--- src/rtl/cp0_int_pkg.sv ---
// cp0_int_pkg: shared definitions for the CP0 interrupt controller.
//   - state_e   : controller FSM encoding (IDLE / REQ / SERVICE)
//   - defaults  : NUM_IRQ / CAUSE_W defaults
//   - prio_enc  : lowest-set-index priority encoder (index 0 wins)
package cp0_int_pkg;

    localparam int NUM_IRQ_DEF = 6;
    localparam int CAUSE_W_DEF = 3;
    localparam int IRQ_MAX     = 32;

    typedef enum logic [1:0] {
        ST_IDLE    = 2'd0,
        ST_REQ     = 2'd1,
        ST_SERVICE = 2'd2
    } state_e;

    // Scan from the top down so the lowest set index is the last one written.
    function automatic int prio_enc(input logic [IRQ_MAX-1:0] v);
        int idx;
        idx = 0;
        for (int i = IRQ_MAX - 1; i >= 0; i--) begin
            if (v[i]) idx = i;
        end
        return idx;
    endfunction

endpackage

--- src/rtl/cp0_int_ctrl_irq_sync.sv ---
// irq_sync: two-flop synchroniser for one raw interrupt line plus a
// rising-edge detector on the synchronised value.
// Ports:
//   clk     system clock
//   rst     asynchronous active-low reset
//   d_i     raw asynchronous line
//   sync_o  synchronised level
//   rise_o  one-cycle pulse when sync_o goes 0 -> 1
module irq_sync (
    input  logic clk,
    input  logic rst,
    input  logic d_i,
    output logic sync_o,
    output logic rise_o
);

    logic meta_q;
    logic sync_q;
    logic prev_q;

    always_ff @(posedge clk or negedge rst) begin
        if (!rst) begin
            meta_q <= 1'b0;
            sync_q <= 1'b0;
            prev_q <= 1'b0;
        end else begin
            meta_q <= d_i;
            sync_q <= meta_q;
            prev_q <= sync_q;
        end
    end

    assign sync_o = sync_q;
    assign rise_o = sync_q & ~prev_q;

endmodule

--- src/rtl/cp0_int_ctrl.sv ---
// cp0_int_ctrl: interrupt controller in front of CP0.
// Synchronises the external lines, keeps per-line pending bits (edge-sticky
// or level), applies Status.IM / Status.IE and raises a single prioritised,
// non-nesting request towards the exception logic.
// Ports:
//   clk, rst              clock / asynchronous active-low reset
//   irq_in                raw interrupt lines (index 0 highest priority)
//   ie                    global enable (Status.IE)
//   mask_we, mask_wdata   mask register write
//   int_ack, eret         handler entry / return pulses
//   int_req, int_cause    registered request and its line index
//   pending, mask         Cause.IP mirror and current mask
//   in_service            high while the handler runs
//   cmp_we, cmp_wdata,    timer compare write and free-running counter,
//   count                 present only when TIMER_IRQ_EN is defined; the
//                         timer then owns line NUM_IRQ-1.
//
// state   | meaning
// IDLE    | evaluating pending & mask each cycle
// REQ     | int_req high, int_cause frozen, waiting for ack or withdraw
// SERVICE | handler running, no new requests until eret
module cp0_int_ctrl
    import cp0_int_pkg::*;
#(
    parameter int                 NUM_IRQ   = NUM_IRQ_DEF,
    parameter logic [NUM_IRQ-1:0] EDGE_MASK = '0,
    parameter int                 CAUSE_W   = CAUSE_W_DEF
`ifdef TIMER_IRQ_EN
    ,
    parameter int                 TIMER_W   = 32
`endif
) (
    input  logic               clk,
    input  logic               rst,
    input  logic [NUM_IRQ-1:0] irq_in,
    input  logic               ie,
    input  logic               mask_we,
    input  logic [NUM_IRQ-1:0] mask_wdata,
    input  logic               int_ack,
    input  logic               eret,
    output logic               int_req,
    output logic [CAUSE_W-1:0] int_cause,
    output logic [NUM_IRQ-1:0] pending,
    output logic [NUM_IRQ-1:0] mask,
    output logic               in_service
`ifdef TIMER_IRQ_EN
    ,
    input  logic               cmp_we,
    input  logic [TIMER_W-1:0] cmp_wdata,
    output logic [TIMER_W-1:0] count
`endif
);

    logic [NUM_IRQ-1:0] sync;
    logic [NUM_IRQ-1:0] rise;
    logic [NUM_IRQ-1:0] pending_q, pending_d;
    logic [NUM_IRQ-1:0] mask_q;
    logic [NUM_IRQ-1:0] pend_masked;
    logic [NUM_IRQ-1:0] cause_onehot;
    logic [NUM_IRQ-1:0] ack_clr;
    state_e             state_q;
    logic               int_req_q;
    logic [CAUSE_W-1:0] int_cause_q;
    logic               in_service_q;

    for (genvar g = 0; g < NUM_IRQ; g++) begin : g_sync
        irq_sync u_sync (
            .clk    (clk),
            .rst    (rst),
            .d_i    (irq_in[g]),
            .sync_o (sync[g]),
            .rise_o (rise[g])
        );
    end

    assign pend_masked  = pending_q & mask_q;
    assign cause_onehot = NUM_IRQ'(1) << int_cause_q;
    // Only an ack that the FSM actually accepts clears a sticky bit.
    assign ack_clr      = (state_q == ST_REQ && int_ack) ? cause_onehot : '0;

`ifdef TIMER_IRQ_EN
    logic [TIMER_W-1:0] count_q;
    logic [TIMER_W-1:0] cmp_q;
    logic               timer_hit;
    logic               unused_timer_line;

    assign timer_hit         = (count_q == cmp_q);
    // The timer replaces the external source on the top line.
    assign unused_timer_line = sync[NUM_IRQ-1] ^ rise[NUM_IRQ-1];

    always_ff @(posedge clk or negedge rst) begin
        if (!rst) begin
            count_q <= '0;
            cmp_q   <= '1;
        end else begin
            count_q <= count_q + TIMER_W'(1);
            if (cmp_we) cmp_q <= cmp_wdata;
        end
    end

    assign count = count_q;
`endif

    always_comb begin
        pending_d = pending_q;
        for (int i = 0; i < NUM_IRQ; i++) begin
            if (EDGE_MASK[i]) begin
                // Set wins over a same-cycle clear.
                pending_d[i] = rise[i] | (pending_q[i] & ~ack_clr[i]);
            end else begin
                pending_d[i] = sync[i];
            end
        end
`ifdef TIMER_IRQ_EN
        // A compare write beats a same-cycle match.
        pending_d[NUM_IRQ-1] = cmp_we ? 1'b0
                             : (timer_hit | (pending_q[NUM_IRQ-1] & ~ack_clr[NUM_IRQ-1]));
`endif
    end

    always_ff @(posedge clk or negedge rst) begin
        if (!rst) begin
            pending_q <= '0;
            mask_q    <= '0;
        end else begin
            pending_q <= pending_d;
            if (mask_we) mask_q <= mask_wdata;
        end
    end

    always_ff @(posedge clk or negedge rst) begin
        if (!rst) begin
            state_q      <= ST_IDLE;
            int_req_q    <= 1'b0;
            int_cause_q  <= '0;
            in_service_q <= 1'b0;
        end else begin
            case (state_q)
                ST_IDLE: begin
                    if (ie && (|pend_masked)) begin
                        state_q     <= ST_REQ;
                        int_req_q   <= 1'b1;
                        int_cause_q <= CAUSE_W'(prio_enc(IRQ_MAX'(pend_masked)));
                    end
                end
                ST_REQ: begin
                    if (int_ack) begin
                        state_q      <= ST_SERVICE;
                        int_req_q    <= 1'b0;
                        in_service_q <= 1'b1;
                    end else if (!ie || !(|(pend_masked & cause_onehot))) begin
                        state_q   <= ST_IDLE;
                        int_req_q <= 1'b0;
                    end
                end
                ST_SERVICE: begin
                    if (eret) begin
                        state_q      <= ST_IDLE;
                        in_service_q <= 1'b0;
                    end
                end
                default: begin
                    state_q      <= ST_IDLE;
                    int_req_q    <= 1'b0;
                    in_service_q <= 1'b0;
                end
            endcase
        end
    end

    assign int_req    = int_req_q;
    assign int_cause  = int_cause_q;
    assign pending    = pending_q;
    assign mask       = mask_q;
    assign in_service = in_service_q;

endmodule

--- config.mk ---
export PLATFORM = sky130hd
export DESIGN_NAME = cp0_int_ctrl
export DESIGN_NICKNAME = d
export VERILOG_FILES = /design/src/rtl/cp0_int_pkg.sv /design/src/rtl/cp0_int_ctrl_irq_sync.sv /design/src/rtl/cp0_int_ctrl.sv
export SDC_FILE = /design/constraint.sdc
export NUM_CORES = 1
export LEC_CHECK = 0
export CORE_MARGIN = 8
export CORE_UTILIZATION = 47
export CTS_CLUSTER_DIAMETER = 150
export DETAILED_ROUTE_END_ITERATION = 12
export GPL_TIMING_DRIVEN = 0
export PLACE_DENSITY_LB_ADDON = 0.1
export SLEW_MARGIN = 10
export SYNTH_ARGS = -nofsm -noshare
export SYNTH_HDL_FRONTEND = slang
export SYNTH_SLANG_ARGS = --single-unit
--- constraint.sdc ---
create_clock -name clk -period 3.3 [get_ports clk]
set_clock_uncertainty 0.1 [all_clocks]
set_input_delay 0.495 -clock clk [delete_from_list [all_inputs] [get_ports clk]]
set_output_delay 0.495 -clock clk [all_outputs]
set_load 0.1 [all_outputs]
# Word level (Yosys, flattened, before mapping)
# Index checks and enable logic that the tools add are counted.
# W data, S select, Z words.
[op_classes]
n_mux = 18
reduce_logical = 11
shift = 1
bitwise_logic = 4
eq_ne = 6
[ops]
columns = ["operator", "count"]
rows = [
  ["$mux W3", 6],
  ["$and A6 B6 Y6", 2],
  ["$reduce_or A6 Y1", 2],
  ["$reduce_and A3 Y1", 3],
  ["$mux W2", 4],
  ["$ne A2 B2 Y1 const B", 3],
  ["$pmux W1 S3", 2],
  ["$pmux W2 S3", 1],
  ["$shl A1 B3 Y6 const A", 1],
  ["$mux W1", 5],
  ["$ne A3 B2 Y1 const B", 1],
  ["$eq A2 B1 Y1 const B", 1],
  ["$eq A2 B2 Y1 const B", 1],
  ["$logic_not A1 Y1", 2],
  ["$logic_not A2 Y1", 1],
  ["$not A1 Y1", 2],
  ["$reduce_and A2 Y1", 1],
  ["$logic_and A1 B1 Y1", 1],
  ["$logic_or A1 B1 Y1", 1],
]
[totals]
reg_bits = 31
input_bits = 18
out_inout_bits = 17
word_cells = 58

# Depth between registers and ports, before layout
[logic_depth]
ltp_word = 8
ltp_mapped = 4
mapped_depth_nobuf = 4

# Modules after synthesis
# Synthesis repeated with hierarchy kept, for this count alone.
[unflattened]
cells_unflattened = 86
hier_area_um2 = 1316.3
[by_module_without_submodules]
columns = ["mod", "cells_per_inst", "seq_area_each_um2", "instances", "area_each_um2"]
rows = [
  ["cp0_int_ctrl", 62, 475.5, 1, 783.3],
  ["irq_sync", 4, 75.1, 6, 88.8],
]

# Least setup slack after synthesis
# No wires, ideal clock.
[synth_path]
kind = "register to register"
from = "register mask_q[1] (netlist: mask[1])"
to = "register int_req_q (netlist: int_req)"
setup_time_ns = 0.066
path_buffers = 0
period_less_slack_ns = 2.073
arrival_ns = 1.906
required_time_ns = 3.134
stages_incl_launch_ff = 5
setup_slack_ns = 1.227
cell_sequence = "dfrtp_1 -> nand2_1 -> mux4_2 -> o221ai_2 -> a21o_1"
[synth_between]
elab_chain_cells = 7
word_cells_on_any_way = 10
cone_classes = "eq/ne: 2; bitwise: 2; reduce/logical: 6"
[synth_lines]
columns = ["item", "line_no", "source"]
rows = [
  ["start, declared", "cp0_int_ctrl.sv:57", "logic [NUM_IRQ-1:0] mask_q;"],
  ["start signal, assigned", "cp0_int_ctrl.sv:127", "if (mask_we) mask_q <= mask_wdata;"],
  ["$and A6 B6 Y6 (*)", "cp0_int_ctrl.sv:76", "assign pend_masked = pending_q & mask_q;"],
  ["$and A6 B6 Y6", "cp0_int_ctrl.sv:151", "end else if (!ie || !(|(pend_masked & cause_onehot))) begin"],
  ["$reduce_or A6 Y1", "cp0_int_ctrl.sv:151", ""],
  ["$logic_not A1 Y1", "cp0_int_ctrl.sv:151", ""],
  ["$logic_or A1 B1 Y1", "cp0_int_ctrl.sv:151", ""],
  ["$ne A3 B2 Y1 (no line)", "--", ""],
  ["$reduce_and A3 Y1 (no line) (*)", "--", ""],
  ["end signal, assigned", "cp0_int_ctrl.sv:149", "int_req_q <= 1'b0;"],
  ["end signal, assigned", "cp0_int_ctrl.sv:153", "int_req_q <= 1'b0;"],
  ["end signal, assigned", "cp0_int_ctrl.sv:164", "int_req_q <= 1'b0;"],
  ["end, declared", "cp0_int_ctrl.sv:62", "logic int_req_q;"],
]
# Every way passes the cells marked *; elsewhere a longest branch is shown, timed or not.
# A chain may end at the register's enable or synchronous reset.

# Worst setup path in the final report
[layout_path]
from = "register int_cause_q[0] (netlist: int_cause[0])"
to = "output int_cause[0]"
[layout_lines]
columns = ["item", "line_no", "source"]
rows = [
  ["start, declared", "cp0_int_ctrl.sv:63", "logic [CAUSE_W-1:0] int_cause_q;"],
  ["start signal, assigned", "cp0_int_ctrl.sv:143", "int_cause_q <= CAUSE_W'(prio_enc(IRQ_MAX'(pend_masked)));"],
  ["end, declared", "cp0_int_ctrl.sv:42", "output logic [CAUSE_W-1:0] int_cause,"],
]
# No word-level cell between the ends.

==> flow_metrics.env <==
export IMPL_status="complete, no violations"
export IMPL_ctsResizeCount=0
export IMPL_die_area_um2=4130
export IMPL_crit_slowest_cell="clkdlybuf4s50_1"
export IMPL_ys_seq_elements=31
export IMPL_crit_buf_inv=1
export IMPL_crit_path_end_kind="output port"
export IMPL_power_density_nw_per_um2=799
export IMPL_use_met3_pct=7.67
export IMPL_drt_wl_total_um=2190
export IMPL_rrSetupSlack_ps=1670
export IMPL_syn_avg_cell_area_um2=14.8
export IMPL_drtIter0Drc=6
export IMPL_post_route_period_util_pct=76.3
export IMPL_max_freq_ghz=0.397
export IMPL_clock_sinks=31
export IMPL_cap_violations=0
export IMPL_fin_tns_setup_ps=0
export IMPL_cell_internal_pwr_mw=0.655
export IMPL_drt_pass1_iterations=4
export IMPL_port_buffers=33
export IMPL_numCtsBuffers=5
export IMPL_grt_busiest_layer="met2"
export IMPL_min_period_ps=2520
export IMPL_critical_path_peak_fanout=4
export IMPL_diodes=0
export IMPL_setup_ws_ps=781
export IMPL_start_util_pct=49.5
export IMPL_path_cells="clkdlybuf4s50_1"
export IMPL_rsz0062_at_grt="no"
export IMPL_clk_pin_slew_ps=90
export IMPL_pin_count=35
export IMPL_grt_pass1_wl_um=3730
export IMPL_grt_overflow=0
export IMPL_r2r_end="int_cause[0]"
export IMPL_core_area_um2=2210
export IMPL_gr_usage_met1_pct=10.9
export IMPL_switching_share_pct=45.7
export IMPL_synth_area_um2=1100
export IMPL_chipHeight_um=64.3
export IMPL_p_total_mw=1.21
export IMPL_r2r_cells=3
export IMPL_switching_power_mw=0.552
export IMPL_pwr_share_comb_pct=42.7
export IMPL_max_slew_margin_pct=34.5
export IMPL_p_leak_nw=0.640
export IMPL_netlist_instances=74
export IMPL_clkLatencyLatePin_ps=330
export IMPL_holdWs_ps=73.3
export IMPL_layout_drive_gt1_share_pct=17.4
export IMPL_path_delay_family="buffers and inverters"
export IMPL_wl_per_cell_um=15.3
export IMPL_hold_buffers=0
export IMPL_ctsHtreeMaxLevel=2
export IMPL_worstSetupPathType="reg -> out"
export IMPL_antenna_found_initial=0
export IMPL_root_buffer="clkbuf_4"
export IMPL_worstMarginPinSlew_ps=979
export IMPL_place_ws_ps=1130
export IMPL_syn_nets=92
export IMPL_cp_start_kind="flip-flop"
export IMPL_syn_to_final_growth_pct=37.8
export IMPL_num_vias=764
export IMPL_clock_tree_buffer_depth=2
export IMPL_final_hold_viol_count=0
export IMPL_crit_required_ps=2700
export IMPL_ys_warn_count=0
export IMPL_drc=0
export IMPL_power_clock_fraction_pct=17.1
export IMPL_die_w_um=64.3
export IMPL_seqPwrFrac_pct=40.1
export IMPL_cts_tree="yes"
export IMPL_rows=17
export IMPL_setup_viol=0
export IMPL_drv_slew=0
export IMPL_vias_per_cell=5.34
export IMPL_hp_class="in -> async"
export IMPL_place_congestion=0.877
export IMPL_arrival_ps=1920
export IMPL_ant_nets=0
export IMPL_grt_pass1_vias=850
export IMPL_reg2reg_from="state_q[0]"
export IMPL_grt_max_degree=32
export IMPL_irDropWorstVdd_v=0.000638
export IMPL_slowest_delay_ps=1170
export IMPL_dp_cells=135
export IMPL_grt_usage_pct=11.8
export IMPL_seq_area_frac_synth_pct=70.8
export IMPL_final_nets=132
export IMPL_grt_use_met2_pct=19.5
export IMPL_ys_types=24
export IMPL_cts_setup_buffers=0
export IMPL_stdcell_count=143
[synthesized netlist by cell type]
library cell / n / area (um2)
dfrtp_1: 31 / 776
nand2_1: 8 / 30.0
mux2_2: 7 / 78.8
a21oi_1: 4 / 20.0
a21o_1: 2 / 15.0
nand3b_1: 2 / 15.0
nand4_1: 2 / 12.5
o21ai_1: 2 / 10.0
a22o_1: 1 / 8.76
a32oi_1: 1 / 8.76
clkbuf_1: 1 / 3.75
mux2_1: 1 / 11.3
mux4_2: 1 / 22.5
nand2_2: 1 / 6.26
nand2b_1: 1 / 6.26
nand3_1: 1 / 5.00
nor2_1: 1 / 3.75
nor3b_1: 1 / 7.51
nor3b_2: 1 / 12.5
o21a_1: 1 / 7.51
o21ai_0: 1 / 5.00
o221ai_2: 1 / 15.0
o22ai_1: 1 / 6.26
or2b_2: 1 / 8.76
[stage by stage]
stage / util (%) / instance area, um2
2_1_floorplan: - / 1100
3_3_place_gp: 66.1 / 1460
3_5_place_dp: 65.8 / 1460
4_1_cts: 68.3 / 1510
5_1_grt: 68.3 / 1510
6_report: 68.3 / 1510
[how the worst max path moves through the flow]
| stage | depth (start not counted) | slack [ps] | from | to |
|---|---|---|---|---|
| global route | 1 | 690 | int_cause[0] | int_cause[0] |
| CTS | 1 | 750 | int_cause[0] | int_cause[0] |
| finish | 1 | 780 | int_cause[0] | int_cause[0] |
| global placement | 1 | 1130 | rst | g_sync[0].u_sync.meta_q |
| detailed placement | 1 | 1130 | int_cause[0] | int_cause[0] |
| floorplan | 4 | 1230 | mask[1] | int_req |
[cells in the final DEF (no fill, tap or decap)]
cell	netlist	layout
a21oi_1	4	4
nand3b_1	2	2
a21o_1	2	2
clkbuf_4	0	5
o21a_1	1	1
mux2_1	1	1
clkdlybuf4s50_1	0	32
o21ai_0	1	1
nand2_2	1	1
buf_2	0	1
a32oi_1	1	1
a22o_1	1	1
nor2_1	1	1
clkinv_2	0	1
nand2_1	8	8
or2b_2	1	1
nor3b_2	1	1
o22ai_1	1	1
clkbuf_1	1	2
nand3_1	1	1
nor3b_1	1	1
mux4_2	1	1
clkinvlp_4	0	1
o221ai_2	1	1
nand2b_1	1	1
nand4_1	2	2
mux2_2	7	7
o21ai_1	2	2
dfrtp_1	31	31
[registers in the layout (all words and copies together) (netlist names)]
signal and flops:
int_req 1, pending 6, in_service 1, g_sync.u_sync.meta_q 6
g_sync.u_sync.sync_o 6, state_q 2, mask 6, int_cause 3
[metal layers]
layer	up-vias	part of all wire [%]
li1	348	-
met1	381	39
met2	28	50
met3	7	8.7
met4	0	2.3
met5	-	0
[cells by family after synthesis]
family | synth area share [%]
compound gates | 8.79
flops | 70.8
buf+inv | 0.342
mux | 10.3
simple gates | 9.82
[final cells by class]
cell class	instances	area (um2)
sequential	31	776
buffer	1	3.75
fill	166	702
timing repair buffer	33	325
multi-input combinational	42	317
clock inverter	2	12.5
tap	28	35.0
clock buffer	6	41.3
[power by group through the flow]
stage / Combinational (mW) / Sequential [mW] / Clock [mW]
3_5_place_dp: 0.519 / 0.493 / 0
3_3_place_gp: 0.513 / 0.489 / 0
4_1_cts: 0.519 / 0.484 / 0.217
6_report: 0.516 / 0.484 / 0.207
5_1_grt: 0.535 / 0.493 / 0.233
2_1_floorplan: 0.0900 / 0.779 / 0
No activity file was read; power rests on OpenSTA's default activity.
